## config.mk

```make
export PLATFORM = sky130hd
export DESIGN_NAME = instr_fetch_unit
export DESIGN_NICKNAME = d
export VERILOG_FILES = /design/src/rtl/instr_fetch_unit.sv
export SDC_FILE = /design/constraint.sdc
export NUM_CORES = 1
export LEC_CHECK = 0
export BUFFER_PORTS_ARGS = -buffer_cell sky130_fd_sc_hd__buf_2
export CORE_MARGIN = 1
export CORE_UTILIZATION = 53
export CTS_CLUSTER_DIAMETER = 40
export DETAILED_ROUTE_END_ITERATION = 6
export HOLD_SLACK_MARGIN = 0.03
export PLACE_DENSITY = 0.79
export SETUP_SLACK_MARGIN = 0.2
export SLEW_MARGIN = 25
export SYNTH_ARGS = -nofsm -noshare
export SYNTH_HDL_FRONTEND = slang
export SYNTH_SLANG_ARGS = --single-unit
```

## constraint.sdc

```tcl
create_clock -name clk -period 4.26 [get_ports clk]
set_clock_uncertainty 0.2 [all_clocks]
set_input_delay 0.213 -clock clk [delete_from_list [all_inputs] [get_ports clk]]
set_output_delay 0.213 -clock clk [all_outputs]
set_load 0.01 [all_outputs]
```

## src/rtl/instr_fetch_unit.sv

```systemverilog
`default_nettype none
// ============================================================================
// instr_fetch_unit: PC holder and req/ack instruction fetcher for the MIPS core
// Revision: 1.0 - initial release
// ============================================================================
module instr_fetch_unit #(
  parameter logic [31:0] RESET_PC = 32'h0000_0000,
  parameter int          CNT_W    = 16
) (
  input  logic             clk,
  input  logic             reset,
  output logic             imem_req,
  output logic [31:0]      imem_addr,
  input  logic             imem_ack,
  input  logic [31:0]      imem_rdata,
  output logic [31:0]      instr,
  output logic [31:0]      pc,
  output logic [31:0]      pc_plus4,
  output logic             instr_valid,
  input  logic             consume,
  input  logic             branch_taken,
  input  logic             jump,
  output logic [CNT_W-1:0] fetch_count
);

  typedef enum logic [1:0] {
    IDLE  = 2'd0,
    REQ   = 2'd1,
    VALID = 2'd2
  } state_e;

  state_e           state_q, state_d;
  logic [31:0]      pc_q, pc_d;
  logic [31:0]      instr_q, instr_d;
  logic [CNT_W-1:0] cnt_q, cnt_d;
  logic [31:0]      branch_off;
  logic [31:0]      branch_tgt;
  logic [31:0]      jump_tgt;

  assign pc_plus4   = pc_q + 32'd4;
  assign branch_off = {{14{instr_q[15]}}, instr_q[15:0], 2'b00};
  assign branch_tgt = pc_plus4 + branch_off;
  assign jump_tgt   = {pc_plus4[31:28], instr_q[25:0], 2'b00};

  always_ff @(posedge clk or posedge reset) begin
    if (reset) begin
      state_q <= IDLE;
      pc_q    <= RESET_PC;
      instr_q <= 32'd0;
      cnt_q   <= '0;
    end else begin
      state_q <= state_d;
      pc_q    <= pc_d;
      instr_q <= instr_d;
      cnt_q   <= cnt_d;
    end
  end

  always_comb begin
    state_d = state_q;
    pc_d    = pc_q;
    instr_d = instr_q;
    cnt_d   = cnt_q;
    case (state_q)
      IDLE: state_d = REQ;
      REQ: begin
        if (imem_ack) begin
          instr_d = imem_rdata;
          state_d = VALID;
        end
      end
      VALID: begin
        if (consume) begin
          // jump outranks branch, which outranks fall-through
          if (jump)              pc_d = jump_tgt;
          else if (branch_taken) pc_d = branch_tgt;
          else                   pc_d = pc_plus4;
          cnt_d   = cnt_q + CNT_W'(1);
          state_d = REQ;
        end
      end
      default: state_d = IDLE;
    endcase
  end

  assign imem_req    = (state_q == REQ);
  assign instr_valid = (state_q == VALID);
  assign imem_addr   = pc_q;
  assign pc          = pc_q;
  assign instr       = instr_q;
  assign fetch_count = cnt_q;

endmodule
`default_nettype wire
```

; After elaboration in Yosys (flattened, before gate mapping)
; Cells that the tools add are included.
[classes]
n_mux = 5
n_eq_ne = 4
reduce_logical = 4
n_addsub = 3
[ops]
columns = op, n
row1 = $mux W32, 2
row2 = $add A32 B3 Y32 const B, 1
row3 = $add A32 B32 Y32, 1
row4 = $add A16 B1 Y16 const B, 1
row5 = $pmux W2 S3, 1
row6 = $reduce_and A2 Y1, 3
row7 = $mux W2, 2
row8 = $ne A2 B1 Y1 const B, 2
row9 = $eq A2 B1 Y1 const B, 1
row10 = $eq A2 B2 Y1 const B, 1
row11 = $logic_not A2 Y1, 1
[word_totals]
reg_bits = 82
out_inout_bits = 146
input_bits = 38

; Logic depth before layout (Yosys ltp)
; Gate-level depths: netlist (run 1).
[depth]
ltp_word = 4
depth_mapped = 16
mapped_depth_nobuf = 16

; Worst setup path before layout (run 1)
; OpenSTA, ideal clock, no wires.
[synth_timing]
kind = reg-to-reg
start = register pc_q[3], in the netlist imem_addr[3]
end = register pc_q[29], in the netlist imem_addr[29]
arrival_ns = 3.473
period_less_slack_ns = 3.767
path_stages_with_launch = 17
required_time_ns = 3.966
path_slack_ns = 0.493
setup_ns = 0.094
path_cell_list = dfrtp_1 > ha_1 > nand2_1 > nor4_2 > and3_1 > nand3_1 > xnor2_1 > ha_1 > a21o_1 > a21oi_1 > o21bai_1 > a211oi_1 > o21ai_0 > and3_1 > a31oi_1 > o22ai_1 > a211oi_1
[synth_between]
elab_chain_len = 4
[synth_rtl]
columns = item, line_no
row1 = start: declaration, 33  ; logic [31:0] pc_q, pc_d;
row2 = start signal: assignment, 53  ; pc_q <= pc_d;
row3 = $add A32 B3 Y32, 40  ; assign pc_plus4 = pc_q + 32'd4;
row4 = named net pc_plus4[22], 18  ; output logic [31:0] pc_plus4,
row5 = $add A32 B32 Y32, 42  ; assign branch_tgt = pc_plus4 + branch_off;
row6 = $mux W32, 76  ; else if (branch_taken) pc_d = branch_tgt;
row7 = $mux W32, 75  ; if (jump) pc_d = jump_tgt;
; The timed path passes the listed nets, and every way through them passes these cells.
; A chain may end at the register's enable or synchronous reset.

; Worst setup path in the final report (run 1)
[layout_timing]
start = register pc_q[4], in the netlist imem_addr[4]
end = register pc_q[30], in the netlist imem_addr[30]
[layout_between]
elab_chain_len = 4
[layout_rtl]
columns = item, line_no
row1 = $add A32 B3 Y32 *, 40
row2 = $add A32 B32 Y32, 42
row3 = $mux W32, 76
row4 = $mux W32 *, 75
; Mark *: on every way between the ends. The rest lies on a longest branch, timed or not.

==> summary.md, run 1 <==
| Metric | Value |
|---|---|
| Status | `finished, final reports clean` |
| Avg WL per Cell | `roughly 18 um` |
| Final critical-path required period | `about 3.9 ns` |
| Area Growth Syn to Fin | `25.5%` |
| Switching part of the total | `50.3%` |
| Fin crit share | `90.8%` |
| CP Buf/Inv Count | `0` |
| Final Setup Violations | `0` |
| Clock-pin slew on the worst setup and hold paths | `0.09 ns` |
| Max clock buf depth | `2` |
| DP Cell Count | `~940` |
| PwrDens | `866 nW/um^2` |
| Clock Sink Count | `80` |
| Total power | `0.00646 W` |
| Die Footprint | `between 10000 and 15000 sq um` |
| Row Count | `38` |
| Placeable Area | `around 11000 sq um` |
| Slowest cell delay on critical path | `0.45 ns` |
| First-pass GRT wire length | `27.3 mm` |
| Slowest-stage cell, CP | `dfrtp_2` |
| Number of buffers added on ports | `177` |
| TritonCTS buffer count | `9` |
| R2R depth | `13` |
| CP Depth | `13` |
| Crit path top cell by count | `a221oi_2` |
| Mapped Cells | `665` |
| Max-cap violation count | `0` |
| Async S/R FF share, synth | `between 90% and 100%` |
| Highest Clock Rate | `around 260 MHz` |
| P_sw | `0.00325 W` |
| Top FF cell, synth | `dfrtp_1` |
| CTS tree | `yes` |
| P_leak | `between 3 and 4 nW` |
| Final net count | `925` |
| Comb power frac | `between 60 and 70%` |
| Netlist cell types | `56` |
| Critical path cell sequence | `nand3_2 > nor2_2 > xor2_1 > ha_1 > and3_1 > a221oi_2 > o21a_1 > o21ai_1 > a41oi_2 > a21oi_2 > a221oi_2 > mux2_2 > a31oi_1` |
| WHS | `approximately 0.19 ns` |
| Vias in the first global route | `5478` |
| Die Span Y | `about 110 um` |
| Initial antenna violation count | `0` |
| Filler cells | `roughly 900` |
| Post-route ant nets | `0` |
| Largest net degree at the start of global routing | `44` |
| I/O pin total | `184` |
| Initial core utilization | `a little over half` |
| DRT iter0 DRCs | `about 430` |
| Worst slew margin | `a little under two fifths` |
| Total GRT Usage | `between 30% and 40%` |
| Slew Viols, Final | `0` |
| Crit path kind | `reg -> reg` |
| DRC | `0` |
| Max Fanout on Critical Path | `7` |
| Final Hold Fails | `0` |
| Tightest Hold Check Type | `in -> reg` |
| H-tree depth | `3` |
| EDFF count, synth | `0` |
| Avg Cell Area, Syn | `8.94 sq um` |
| Power share of the clock group | `8.4%` |
| Yosys warnings | `0` |
| GR Overflow Total | `0` |
| WHS Path Cells | `3` |
| RSZ-0062 raised after global routing | `yes` |
| Placer Congestion | `between 0.9 and 1` |
| Clock latency on the worst-skew pair | `between 0.3 and 0.4 ns` |
| Register share of total power | `between 20% and 30%` |
| Finished Layout Cells | `between 900 and 1k` |
| Pint | `between 0.003 and 0.004 W` |
| Setup Total Neg Slack | `0 ns` |
| Root Buffer | `clkbuf_8` |
| Crit path DAT | `about 4.0 ns` |
| Die width | `108 um` |
| HPWL Detailed | `between 10 and 15 mm` |
| DR vias/cell | `approximately 5.8` |
| Vias | `~5.8k` |
| Total Wirelength | `approximately 17 mm` |
| Required @ worst endpoint | `between 4 and 5 ns` |
| Slew @ Worst Pin | `approximately 0.94 ns` |
| CP top delay family | `compound AO/OA/AOI/OAI gates` |
| Antenna Cells | `0` |
| Register bit total from synthesis | `80` |
| Layout cell share with drive strength beyond 1 | `~34%` |
| Worst setup SP type | `flip-flop` |
| Post-synthesis sequential area ratio | `between 30% and 40%` |
| Syn Std Cell Area | `roughly 5900 sq um` |
| First-pass iteration count of the detailed router | `7` |
| Nature of the critical path endpoint | `flip-flop` |
| Max VDD drop | `0.000508 V` |
cell usage in the layout (no fill, tap or decap), types with 5 or more instances in the layout:
cell type / instances
buf_4: 12
a21oi_1: 46
a21o_1: 13
mux2_2: 33
clkbuf_8: 10
ha_1: 36
dlygate4sd3_1: 35
o21a_1: 6
nor2_1: 45
xnor2_1: 41
xor2_1: 19
nor2b_1: 5
inv_1: 14
a31oi_1: 9
o211ai_1: 11
conb_1: 6
dfrtp_1: 68
and3_1: 12
buf_2: 177
mux2i_1: 7
a211oi_1: 7
nand3_1: 28
dfrtp_2: 12
nand4_1: 6
o21ai_0: 40
nand2_1: 68
Yosys cell counts (all sizes together), types with 7 or more instances:
| cell type | count | area share [%] |
|---|---|---|
| dfrtp | 80 | 34 |
| nand2 | 71 | 4.5 |
| a21oi | 49 | 4.2 |
| nor2 | 49 | 3.1 |
| xnor2 | 44 | 6.5 |
| o21ai | 43 | 3.6 |
| buf | 41 | 4.9 |
| ha | 37 | 7.8 |
| mux2 | 33 | 6.2 |
| nand3 | 32 | 2.8 |
| xor2 | 22 | 3.2 |
| clkbuf | 15 | 0.95 |
| inv | 15 | 0.95 |
| and3 | 14 | 1.5 |
| a21o | 13 | 1.6 |
| o211ai | 12 | 1.6 |
| a31oi | 10 | 1.2 |
| a211oi | 8 | 1.0 |
| mux2i | 7 | 1.2 |
what timing repair did:
item,4_1_cts,5_1_grt
hold endpoints to repair,71,0
buffers inserted,0,1
hold buffers,35,0
cloned,0,0
endpoints found under the setup margin,1,12
resized for setup,1,39
pin swaps,0,1
power groups by stage:
stage	Combinational, W	Sequential [W]	Clock, W
after floorplan	0.00299	0.00156	0
after global placement	0.00411	0.00150	0
after detailed placement	0.00418	0.00153	0
after CTS	0.00424	0.00151	0.000551
after global routing	0.00478	0.00160	0.000577
final	0.00436	0.00155	0.000545
kinds of logic after synthesis:
kind of cell / after synthesis / synth area share, %
flops: 80 / 33.7
compound gates: 165 / 18.0
mux: 40 / 7.43
fa+ha+maj: 38 / 8.12
simple gates: 204 / 16.2
buf+inv: 71 / 6.75
xor+xnor: 66 / 9.72
other cells: 1 / 0.0630
worst min-delay path: cells and delay by family:
| family | cells | cell delay, ns |
|---|---|---|
| AO/OA/AOI/OAI | 1 | 0.07 |
| buffers and inverters | 1 | 0.30 |
| AND/OR/NAND/NOR | 1 | 0.13 |
worst paths after layout:
path | from | end | slack (ns)
hold reg to reg | fetch_count[15] | fetch_count[15] | 0.28
hold / removal | branch_taken | imem_addr[18] | 0.19
max in group asynchronous | reset | imem_addr[12] | 2.53
setup / recovery | imem_addr[4] | imem_addr[30] | 0.39
min in group asynchronous | reset | fetch_count[4] | 0.26
setup reg to reg | imem_addr[4] | imem_addr[30] | 0.39
metal layers:
| metal | track usage, % | wire length, um | up-vias |
|---|---|---|---|
| li1 | - | - | 2699 |
| met1 | 39.0 | 7520 | 2785 |
| met2 | 50.9 | 8550 | 263 |
| met3 | 4.52 | 959 | 39 |
| met4 | 13.0 | 405 | 0 |
| met5 | 0 | 0 | - |
stage by stage:
step | util (%) | area, sq um | setup WS, ns
floorplan | - | 5970 | 0.493
global placement | 62.2 | 6770 | 0.270
detailed placement | 62.2 | 6770 | 0.184
CTS | 67.1 | 7310 | 0.209
global route | 68.5 | 7460 | 0.145
finish | 68.5 | 7460 | 0.391
final cells by class:
type / count / area [sq um] / area share [%]
repair buffers: 224 / 1330 / 17.8
well taps: 140 / 175 / 2.35
flip-flops and latches: 80 / 2020 / 27.0
clock inverters: 5 / 38.8 / 0.520
clock buffers: 11 / 141 / 1.89
multi-input cells: 519 / 3710 / 49.7
inverters: 15 / 57.6 / 0.771
registers in the layout, indices dropped and copies added, names as in the netlist:
register	cells
fetch_count	16
state_q	2
imem_addr	30
instr	32
(Power assumes the default switching activity.)
==> run 2, diff against run 1 <==
--- a/config.mk
+++ b/config.mk
@@ -7,11 +7,12 @@
 export LEC_CHECK = 0
 export BUFFER_PORTS_ARGS = -buffer_cell sky130_fd_sc_hd__buf_2
 export CORE_MARGIN = 1
-export CORE_UTILIZATION = 53
+export CORE_UTILIZATION = 54
+export CTS_BUF_LIST = sky130_fd_sc_hd__clkbuf_4
 export CTS_CLUSTER_DIAMETER = 40
 export DETAILED_ROUTE_END_ITERATION = 6
 export HOLD_SLACK_MARGIN = 0.03
-export PLACE_DENSITY = 0.79
+export PLACE_DENSITY = 0.81
 export SETUP_SLACK_MARGIN = 0.2
 export SLEW_MARGIN = 25
 export SYNTH_ARGS = -nofsm -noshare
==> run 2 against run 1 <==
Net effect:
- sequential share of layout area grew 0.19 points
- clock power shrank 9.9%
- fmax shrank 0.10%
- largest cell class unchanged
- final cell count shrank 0.10%
- critical endpoint is now imem_addr[27]
- non-clock buffer count grew 3
- wire length grew 1.3%
- worst hold slack lost 0.13 ns
- critical path depth grew 3
- combinational power is essentially flat
- via count grew 1.5%
==> summary.md, run 2 (same netlist as run 1, synthesis figures left out) <==
| Metric | Value |
|---|---|
| CTS tree | `yes` |
| TritonCTS buffer count | `9 (unchanged)` |
| PwrDens | `863 nW/um^2 (-0.36%)` |
| DRC | `0 (unchanged)` |
| Final Setup Violations | `0 (unchanged)` |
| Finished Layout Cells | `993 (-0.10%)` |
| Reg2reg setup slack | `0.39 ns (about the same)` |
| P_leak | `3.56 nW (-0.17%)` |
| Vias | `5872 (+1.5%)` |
| Placer Congestion | `0.939 (-1.5%)` |
| DRT iter0 DRCs | `469 (+8.3%)` |
| Worst slew margin | `36.5% (-0.66 points)` |
| Nature of the critical path endpoint | `flip-flop` |
| Clock Sink Count | `80 (unchanged)` |
| Largest net degree at the start of global routing | `51 (+16%)` |
| Die width | `107 um (-0.91%)` |
| Max clock buf depth | `2 (unchanged)` |
| Worst setup SP type | `flip-flop` |
| Highest Clock Rate | `258 MHz (-0.10%)` |
| Placeable Area | `10500 sq um (-3.5%)` |
| R2R depth | `16 (+3)` |
| Commonest non-fill, non-tap cell in the layout | `buf_2` |
| Root Buffer | `clkbuf_4` |
| Filler cells | `802 (-11%)` |
| Setup Total Neg Slack | `0 ns (unchanged)` |
| RSZ-0062 raised after global routing | `yes` |
| Critical Path Start | `imem_addr[2]` |
| Slew @ Worst Pin | `0.952 ns (+0.00991 ns)` |
| Most frequent cells in the layout | `buf_2 (177), nand2_1 (69), dfrtp_1 (69)` |
| Total Wirelength | `17.7 mm (+1.3%)` |
| I/O pin total | `184 (unchanged)` |
| Clock-pin slew on the worst setup and hold paths | `0.14 ns (+0.05 ns)` |
| First-pass iteration count of the detailed router | `5 (-2)` |
| Avg WL per Cell | `17.8 um (+1.4%)` |
| Row Count | `37 (-2.6%)` |
| Final net count | `928 (+0.32%)` |
| Max reg flops | `32 (unchanged)` |
| First-pass GRT wire length | `27.5 mm (+0.53%)` |
| Antenna Cells | `0 (unchanged)` |
| HPWL Detailed | `12.4 mm (-1.9%)` |
| Critical Path End | `imem_addr[27]` |
| Reg2reg end | `imem_addr[27]` |
| Max Fanout on Critical Path | `5 (-2)` |
| Final Hold Fails | `0 (unchanged)` |
| Max VDD drop | `0.000534 V (+5.2%)` |
| Die Footprint | `11400 sq um (-1.8%)` |
| Tightest Hold Check Type | `in -> reg` |
| Final Util | `70.5% (+1.9 points)` |
| Layout cell share with drive strength beyond 1 | `33.3% (-0.47 points)` |
| Slew Viols, Final | `0 (unchanged)` |
| DP Area | `6750 sq um (-0.33%)` |
| Total GRT Usage | `30.9% (+0.48 points)` |
| Fin crit share | `90.9% (+0.095 points)` |
| Clock latency on the worst-skew pair | `0.49 ns (+0.11 ns)` |
| Required @ worst endpoint | `4.41 ns (+0.05 ns)` |
| Die Span Y | `107 um (-0.91%)` |
| Status | `finished, final reports clean` |
| Vias in the first global route | `5598 (+2.2%)` |
| Worst R2R Start | `imem_addr[2]` |
| Post-route cell area | `7410 sq um (-0.77%)` |
| Initial antenna violation count | `0 (unchanged)` |
| Initial core utilization | `56.6% (+2.0 points)` |
| Crit path kind | `reg -> reg` |
| Crit path DAT | `4.02 ns (+0.05 ns)` |
| DP Cell Count | `936 (-0.64%)` |
| H-tree depth | `3 (unchanged)` |
| Number of buffers added on ports | `177 (unchanged)` |
| Max-cap violation count | `0 (unchanged)` |
| Final critical-path required period | `3.87 ns (+0.00405 ns)` |
| Hold path start | `jump` |
| GR Overflow Total | `0 (unchanged)` |
| Post-route ant nets | `0 (unchanged)` |
| DR vias/cell | `5.91 (+1.6%)` |
| Area Growth Syn to Fin | `24.5%` |
==> run 2: cell types whose count changed in the layout (fill, tap and decap cells not counted), sizes merged <==
cell      previous run  this run
bufinv               0         1
buf                189       192
inv                 16        15
clkinvlp             1         2
clkbuf              11        10
==> run 2: what timing repair did <==
item,CTS,global route
hold buffers,35,0
endpoints found under the hold margin,83,0
gates resized for setup,1,32
pin swaps,0,4
setup buffers,0,6
setup endpoints to repair,2,14
==> run 2: metal layers <==
| layer | vias to the layer above | global-route usage (%) | share of wire, % |
|---|---|---|---|
| met5 | - | 0 | 0 |
| met4 | 0 | 14.3 | 2.4 |
| met3 | 41 | 4.74 | 7.0 |
| met2 | 297 | 52.4 | 50 |
| met1 | 2828 | 38.5 | 41 |
| li1 | 2706 | - | - |
==> run 2: metrics by stage <==
stage          hold WS, ns  setup slack, ns  power (W)
2_1_floorplan        0.120            0.493    0.00455
3_3_place_gp         0.203            0.283    0.00556
3_5_place_dp         0.217            0.201    0.00566
4_1_cts             0.0355            0.183    0.00620
5_1_grt             0.0728            0.152    0.00689
6_report            0.0567            0.387    0.00639
==> run 2: worst min path at each step <==
stage	endpoint	slack (ns)	cells past startpoint
floorplan	state_q[1]	0.12	1
global placement	instr[29]	0.20	2
detailed placement	fetch_count[4]	0.22	2
CTS	imem_addr[12]	0.04	3
global route	imem_addr[12]	0.07	3
finish	imem_addr[12]	0.06	3
==> run 2: layout make-up <==
| cell class | count | area [sq um] | share of cell area [%] |
|---|---|---|---|
| timing repair buffer | 227 | 1350 | 18.2 |
| tap | 136 | 170 | 2.30 |
| clock buffer | 10 | 75.1 | 1.01 |
| clock inverter | 6 | 68.8 | 0.929 |
| inverter | 15 | 57.6 | 0.777 |
| multi-input combinational | 519 | 3670 | 49.6 |
| sequential | 80 | 2020 | 27.2 |
==> run 2: where the power goes <==
part           internal (W)  switching (W)  total, W
clock network      0.000188       0.000303  0.000491
registers           0.00108       0.000485   0.00156
logic               0.00189        0.00245   0.00434
==> run 2: critical path: stages (launching register included) <==
cell and delay [ns]:
dfrtp_2 0.44, ha_2 0.23, nand2_1 0.15, nor4_4 0.25
buf_4 0.17, buf_4 0.11, nand2_1 0.06, xnor2_1 0.27
ha_1 0.37, a21oi_1 0.22, nand2_1 0.10, o211ai_2 0.27
a31oi_2 0.20, a21oi_1 0.24, xnor2_1 0.10, a222oi_1 0.23
o21ai_0 0.13
